$ cat src/rtl/mem_arbiter_pkg.sv
// Shared encodings for the IF/MEM memory-bus arbiter: FSM states, grant
// identifiers, the zero data word and the stall-request levels.
package mem_arbiter_pkg;

  typedef enum logic [1:0] {
    ST_IDLE    = 2'd0,
    ST_BUS_IF  = 2'd1,
    ST_BUS_MEM = 2'd2,
    ST_DONE    = 2'd3
  } state_t;

  typedef enum logic {
    GrantIF  = 1'b0,
    GrantMEM = 1'b1
  } grant_t;

  localparam logic [31:0] ZeroWord = 32'h0000_0000;

  // Levels driven onto the stall request towards the pipeline control unit.
  localparam logic Stop   = 1'b1;
  localparam logic NoStop = 1'b0;

endpackage

$ cat src/rtl/mem_arb_timer.sv
// Bus-wait watchdog for mem_arbiter: counts unacknowledged bus cycles and
// flags expiry once TIMEOUT_CYCLES waits have elapsed.
module mem_arb_timer #(
  parameter int unsigned TIMEOUT_CYCLES = 255
) (
  input  logic clk,
  input  logic rst,
  input  logic busy,
  input  logic ack,
  output logic expired
);

  localparam int unsigned CntW = $clog2(TIMEOUT_CYCLES + 1);
  localparam logic [CntW-1:0] Limit = CntW'(TIMEOUT_CYCLES);

  logic [CntW-1:0] count;

  // Held at zero outside a bus cycle so every new cycle starts from a clean count.
  always_ff @(posedge clk) begin
    if (rst || !busy) begin
      count <= '0;
    end else if (!ack && count != Limit) begin
      count <= count + 1'b1;
    end
  end

  assign expired = busy && (count == Limit);

endmodule

$ cat src/rtl/mem_arbiter.sv
// Round-robin arbiter serialising IF fetches and MEM loads/stores onto one
// Wishbone-classic bus. Optional watchdog abort under MEM_ARB_TIMEOUT_EN.
module mem_arbiter
  import mem_arbiter_pkg::*;
#(
  parameter int unsigned ADDR_W         = 32,
  parameter int unsigned DATA_W         = 32,
  parameter int unsigned TIMEOUT_CYCLES = 255
) (
  input  logic                clk,
  input  logic                rst,
  input  logic                if_req_i,
  input  logic [ADDR_W-1:0]   if_addr_i,
  output logic [DATA_W-1:0]   if_rdata_o,
  output logic                if_ack_o,
  input  logic                mem_req_i,
  input  logic                mem_we_i,
  input  logic [DATA_W/8-1:0] mem_sel_i,
  input  logic [ADDR_W-1:0]   mem_addr_i,
  input  logic [DATA_W-1:0]   mem_wdata_i,
  output logic [DATA_W-1:0]   mem_rdata_o,
  output logic                mem_ack_o,
  output logic                bus_cyc_o,
  output logic                bus_stb_o,
  output logic                bus_we_o,
  output logic [DATA_W/8-1:0] bus_sel_o,
  output logic [ADDR_W-1:0]   bus_addr_o,
  output logic [DATA_W-1:0]   bus_wdata_o,
  input  logic [DATA_W-1:0]   bus_rdata_i,
  input  logic                bus_ack_i,
  output logic                bus_err_o,
  output logic                stallreq_o,
  output state_t              dbg_state
);

  localparam int unsigned SelW = DATA_W / 8;

  state_t              state;
  grant_t              last_grant;
  logic                cyc;
  logic                we;
  logic [SelW-1:0]     sel;
  logic [ADDR_W-1:0]   addr;
  logic [DATA_W-1:0]   wdata;
  logic                if_ack;
  logic                mem_ack;
  logic [DATA_W-1:0]   if_rdata;
  logic [DATA_W-1:0]   mem_rdata;
  logic                err;
  logic                abort;
  logic [DATA_W-1:0]   capture;

`ifdef MEM_ARB_TIMEOUT_EN
  logic in_bus;

  assign in_bus = (state == ST_BUS_IF) || (state == ST_BUS_MEM);

  mem_arb_timer #(
    .TIMEOUT_CYCLES(TIMEOUT_CYCLES)
  ) u_timer (
    .clk     (clk),
    .rst     (rst),
    .busy    (in_bus),
    .ack     (bus_ack_i),
    .expired (abort)
  );
`else
  assign abort = 1'b0;

  // The limit has no effect when the arbiter waits indefinitely.
  if (TIMEOUT_CYCLES == 0) begin : g_no_limit
  end
`endif

  // Stores and aborted cycles return zero; a coincident ack beats an abort.
  assign capture = (bus_ack_i && !we) ? bus_rdata_i : DATA_W'(ZeroWord);

  always_ff @(posedge clk) begin
    if (rst) begin
      state      <= ST_IDLE;
      last_grant <= GrantIF;
      cyc        <= 1'b0;
      we         <= 1'b0;
      sel        <= '0;
      addr       <= '0;
      wdata      <= '0;
      if_ack     <= 1'b0;
      mem_ack    <= 1'b0;
      if_rdata   <= '0;
      mem_rdata  <= '0;
      err        <= 1'b0;
    end else begin
      if_ack  <= 1'b0;
      mem_ack <= 1'b0;
      err     <= 1'b0;
      case (state)
        ST_IDLE: begin
          if (mem_req_i && (!if_req_i || last_grant == GrantIF)) begin
            cyc   <= 1'b1;
            we    <= mem_we_i;
            sel   <= mem_sel_i;
            addr  <= mem_addr_i;
            wdata <= mem_wdata_i;
            state <= ST_BUS_MEM;
          end else if (if_req_i) begin
            cyc   <= 1'b1;
            we    <= 1'b0;
            sel   <= '1;
            addr  <= if_addr_i;
            wdata <= DATA_W'(ZeroWord);
            state <= ST_BUS_IF;
          end
        end
        ST_BUS_IF, ST_BUS_MEM: begin
          if (bus_ack_i || abort) begin
            cyc   <= 1'b0;
            err   <= !bus_ack_i;
            state <= ST_DONE;
            if (state == ST_BUS_IF) begin
              if_ack     <= 1'b1;
              if_rdata   <= capture;
              last_grant <= GrantIF;
            end else begin
              mem_ack    <= 1'b1;
              mem_rdata  <= capture;
              last_grant <= GrantMEM;
            end
          end
        end
        ST_DONE: state <= ST_IDLE;
        default: state <= ST_IDLE;
      endcase
    end
  end

  assign bus_cyc_o   = cyc;
  assign bus_stb_o   = cyc;
  assign bus_we_o    = we;
  assign bus_sel_o   = sel;
  assign bus_addr_o  = addr;
  assign bus_wdata_o = wdata;
  assign if_ack_o    = if_ack;
  assign mem_ack_o   = mem_ack;
  assign if_rdata_o  = if_rdata;
  assign mem_rdata_o = mem_rdata;
  assign bus_err_o   = err;
  assign dbg_state   = state;

  assign stallreq_o = ((if_req_i && !if_ack) || (mem_req_i && !mem_ack)) ? Stop : NoStop;

endmodule

$ cat config.mk
export PLATFORM = sky130hd
export DESIGN_NAME = mem_arbiter
export DESIGN_NICKNAME = d
export VERILOG_FILES = /design/src/rtl/mem_arbiter_pkg.sv /design/src/rtl/mem_arb_timer.sv /design/src/rtl/mem_arbiter.sv
export SDC_FILE = /design/constraint.sdc
export NUM_CORES = 1
export LEC_CHECK = 0
export ABC_CLOCK_PERIOD_IN_PS = 3200
export CAP_MARGIN = 20
export CORE_UTILIZATION = 42
export CTS_CLUSTER_DIAMETER = 80
export DETAILED_ROUTE_END_ITERATION = 12
export PLACE_DENSITY = 0.87
export SLEW_MARGIN = 20
export SYNTH_ARGS = -nofsm -noshare
export SYNTH_HDL_FRONTEND = slang
export SYNTH_SLANG_ARGS = --single-unit
export TNS_END_PERCENT = 5
$ cat constraint.sdc
create_clock -name clk -period 3.2 [get_ports clk]
set_input_delay 0.64 -clock clk [delete_from_list [all_inputs] [get_ports clk]]
set_output_delay 0.64 -clock clk [all_outputs]
set_load 0.02 [all_outputs]
==> impl_metrics.sql <==
INSERT INTO impl_metrics (metric_group, metric, value, unit) VALUES
('critical_path', 'timing_worst_setup_path_type', 'in2out', ''),
('finish', 'fill_cells', '865', ''),
('floorplan', 'die_area', '13100', 'sq um'),
('global_route', 'use_met3', '7.25', '%'),
('clock_network', 'cts_resized', '0', ''),
('power_and_ir_drop', 'leakage', '3.19', 'nW'),
('synth', 'post_synth_instance_area', '5300', 'sq um'),
('synth', 'syn-num-nets', '738', ''),
('floorplan', 'die_y', '114', 'microns'),
('status', 'status', 'finished, final reports clean', ''),
('clock_network', 'clk_pin_slew_worst_paths', '0.05', 'ns'),
('drt', 'drc', '0', ''),
('finish', 'layout.cells.most_common_list', '277 x sky130_fd_sc_hd__clkdlybuf4s50_1, 140 x sky130_fd_sc_hd__dfxtp_1, 133 x sky130_fd_sc_hd__nand2_1', ''),
('global_route', 'grt_util_all_layers', '27.1', '%'),
('clock_network', 'cts_setup_buffers', '0', ''),
('clock_network', 'cts_tree', 'done', ''),
('power_and_ir_drop', 'switching_power', '2.35', 'mW'),
('power_and_ir_drop', 'share_clk_of_total_power', '31.1', '%'),
('power_and_ir_drop', 'power.switching_fraction', '33.6', '%'),
('place', 'globalplace.congestion', '0.828', ''),
('place', 'port-buffer-count', '278', ''),
('synth', 'synthCells', '596', ''),
('timing', 'timing.final.crit_share', '86.8', '%'),
('finish', 'final_cell_area', '8760', 'sq um'),
('clock_network', 'clock_sinks', '140', ''),
('timing', 'rsz0062_at_grt', 'false', ''),
('critical_path', 'startpoint_type', 'input port', ''),
('synth', 'post_synth_num_cell_types', '36', ''),
('floorplan', 'num_rows', '40', ''),
('finish', 'flow.area_growth_from_synthesis', '65.3', '%'),
('hold_path', 'timing.hold.worst.class', 'reg2reg', ''),
('clock_network', 'cts-buffers-inserted', '17', ''),
('power_and_ir_drop', 'p_seq_share', '33.2', '%'),
('finish', 'ff_latch_area', '2800', 'sq um'),
('drt', 'via_count', '5570', ''),
('global_route', 'global_route.usage.met1', '29.6', '%'),
('global_route', 'via_count_of_the_first_global_routing_pass', '5472', ''),
('finish', 'multi_input_comb_area', '2200', 'sq um'),
('finish', 'layout-drive-gt1-share', '5.93', '%'),
('timing', 'min_period', '2.78', 'ns'),
('global_route', 'grt_pass1_wl', '27700', 'microns'),
('synth', 'synth.yosys.seq_area_share', '52.9', '%'),
('timing', 'final-hold-violation-count', '0', ''),
('critical_path', 'cp_data_required_time', '2.56', 'ns'),
('drt', 'avgViaCountPerCell', '5.42', ''),
('drt', 'drt_iter0_markers', '425', ''),
('finish', 'antenna_cells', '0', ''),
('drt', 'drt_pre_antenna_iters', '5', ''),
('floorplan', 'chipWidth', '114', 'microns'),
('critical_path', 'path_cells', 'clkdlybuf4s50_1, inv_1, o22ai_1, clkdlybuf4s50_1', ''),
('place', 'place_ws', '0.424', 'ns'),
('clock_network', 'clock_tree.root_cell', 'sky130_fd_sc_hd__clkbuf_16', ''),
('floorplan', 'design.core.area', '12200', 'sq um'),
('timing', 'maxSlewViolCount', '0', ''),
('timing', 'finalSetupTns', '0', 'ns'),
('timing', 'final.setup.worst_slack', '0.423', 'ns'),
('place', 'post-dp-hpwl', '12600', 'microns'),
('critical_path', 'critical_path.most_common_cell', 'sky130_fd_sc_hd__clkdlybuf4s50_1', ''),
('power_and_ir_drop', 'vdd.ir_drop.worst', '0.000586', 'V'),
('global_route', 'groute.layer.met2.usage', '48.2', '%'),
('global_route', 'grt_max_degree', '72', ''),
('timing', 'maxClockFrequency', '0.360', 'GHz'),
('power_and_ir_drop', 'intPower', '4.64', 'mW'),
('critical_path', 'worst_path_max_delay_cell', 'sky130_fd_sc_hd__clkdlybuf4s50_1', ''),
('flow_run', 'drv.max_cap_violation_count', '0', ''),
('finish', 'final_net_count', '989', ''),
('power_and_ir_drop', 'combinationalPowerShare', '35.7', '%'),
('synth', 'synthesis.yosys.warnings', '0', ''),
('critical_path', 'critical_path.top_delay_family', 'buffers and inverters', ''),
('critical_path', 'critical_path.max_fanout', '6', ''),
('timing', 'finalSetupViolCount', '0', '');
[final timing paths]
check | startpoint | end | slack (ns) | cells after the start
min reg2reg | if_rdata_o[14]$_SDFFE_PP0P_ | if_rdata_o[14]$_SDFFE_PP0P_ | 0.45 | 2
max | if_req_i | stallreq_o | 0.42 | 4
max reg2reg | dbg_state[1]$_SDFFE_PP0P_ | bus_addr_o[8]$_SDFFE_PP0P_ | 1.28 | 6
min | if_rdata_o[14]$_SDFFE_PP0P_ | if_rdata_o[14]$_SDFFE_PP0P_ | 0.45 | 2
[synth_stat cells (all sizes together)]
master,n,area share (%)
a211o,2,0.33
a211oi,1,0.14
a21bo,1,0.19
a21boi,1,0.35
a21oi,66,6.2
a221oi,1,0.17
a22o,33,5.5
a311oi,1,0.17
a31oi,32,3.8
and3,1,0.12
and3b,1,0.17
buf,28,3.3
clkbuf,31,2.2
conb,1,0.071
dfxtp,140,53
ha,4,0.94
inv,5,0.35
nand2,133,9.4
nand2b,1,0.12
nand3,32,3.0
nand3b,1,0.14
nand4b,32,5.3
nor2,3,0.26
nor2b,1,0.12
nor3,1,0.094
nor3b,2,0.28
o21a,1,0.14
o21ai,34,3.2
o221a,4,0.85
o22ai,1,0.12
or3b,1,0.17
[state kept, by name (all words and copies together), names as in the netlist, 2 cells and up]
signal,flops
bus_addr_o,32
bus_sel_o,4
dbg_state,2
if_rdata_o,32
bus_wdata_o,32
mem_rdata_o,32
[power groups by stage]
stage | logic [mW] | clock network [mW] | registers [mW]
floorplan | 0.978 | 0 | 2.74
global placement | 2.42 | 0 | 2.32
detailed placement | 2.48 | 0 | 2.34
CTS | 2.50 | 2.20 | 2.31
global route | 2.64 | 2.27 | 2.35
finish | 2.50 | 2.17 | 2.32
[tightest hold or removal path, stage by stage (launching register included)]
cell	delay (ns)
sky130_fd_sc_hd__dfxtp_1	0.30
sky130_fd_sc_hd__nand2_1	0.05
sky130_fd_sc_hd__a21oi_1	0.05
[kinds of logic after synthesis]
kind of cell / count (synthesis) / share of synthesized area, %
AOI/OAI and AO/OA: 178 / 21.1
adders and majority gates: 4 / 0.944
buffers and inverters: 64 / 5.81
DFF: 140 / 52.9
other: 1 / 0.0707
and+or+nand+nor: 209 / 19.2
[final cells by class]
class                   count  area share [%]
repair buffers            291            32.8
flip-flops and latches    140            32.0
multi-input cells         392            25.1
clock buffers              21            5.37
well taps                 168            2.40
clock inverters            11            2.16
inverters                   5           0.214
[layer usage]
metal  vias up  part of all wire (%)  wire [microns]
met5         -                     0               0
met4         0                   3.9             701
met3        62                   6.5            1190
met2       265                    51            9260
met1      2636                    38            6950
li1       2607                     -               -
[stage by stage]
stage          cells  power, mW  hold slack [ns]  util, %
3_5_place_dp     996       4.82            0.446     66.6
5_1_grt         1028       7.27            0.470     72.0
4_1_cts         1028       7.01            0.454     72.0
6_report        1028       6.99            0.450     72.0
3_3_place_gp     996       4.74            0.439     66.6
2_1_floorplan    596       3.71            0.529        -
No activity file was read; power rests on OpenSTA's default activity.
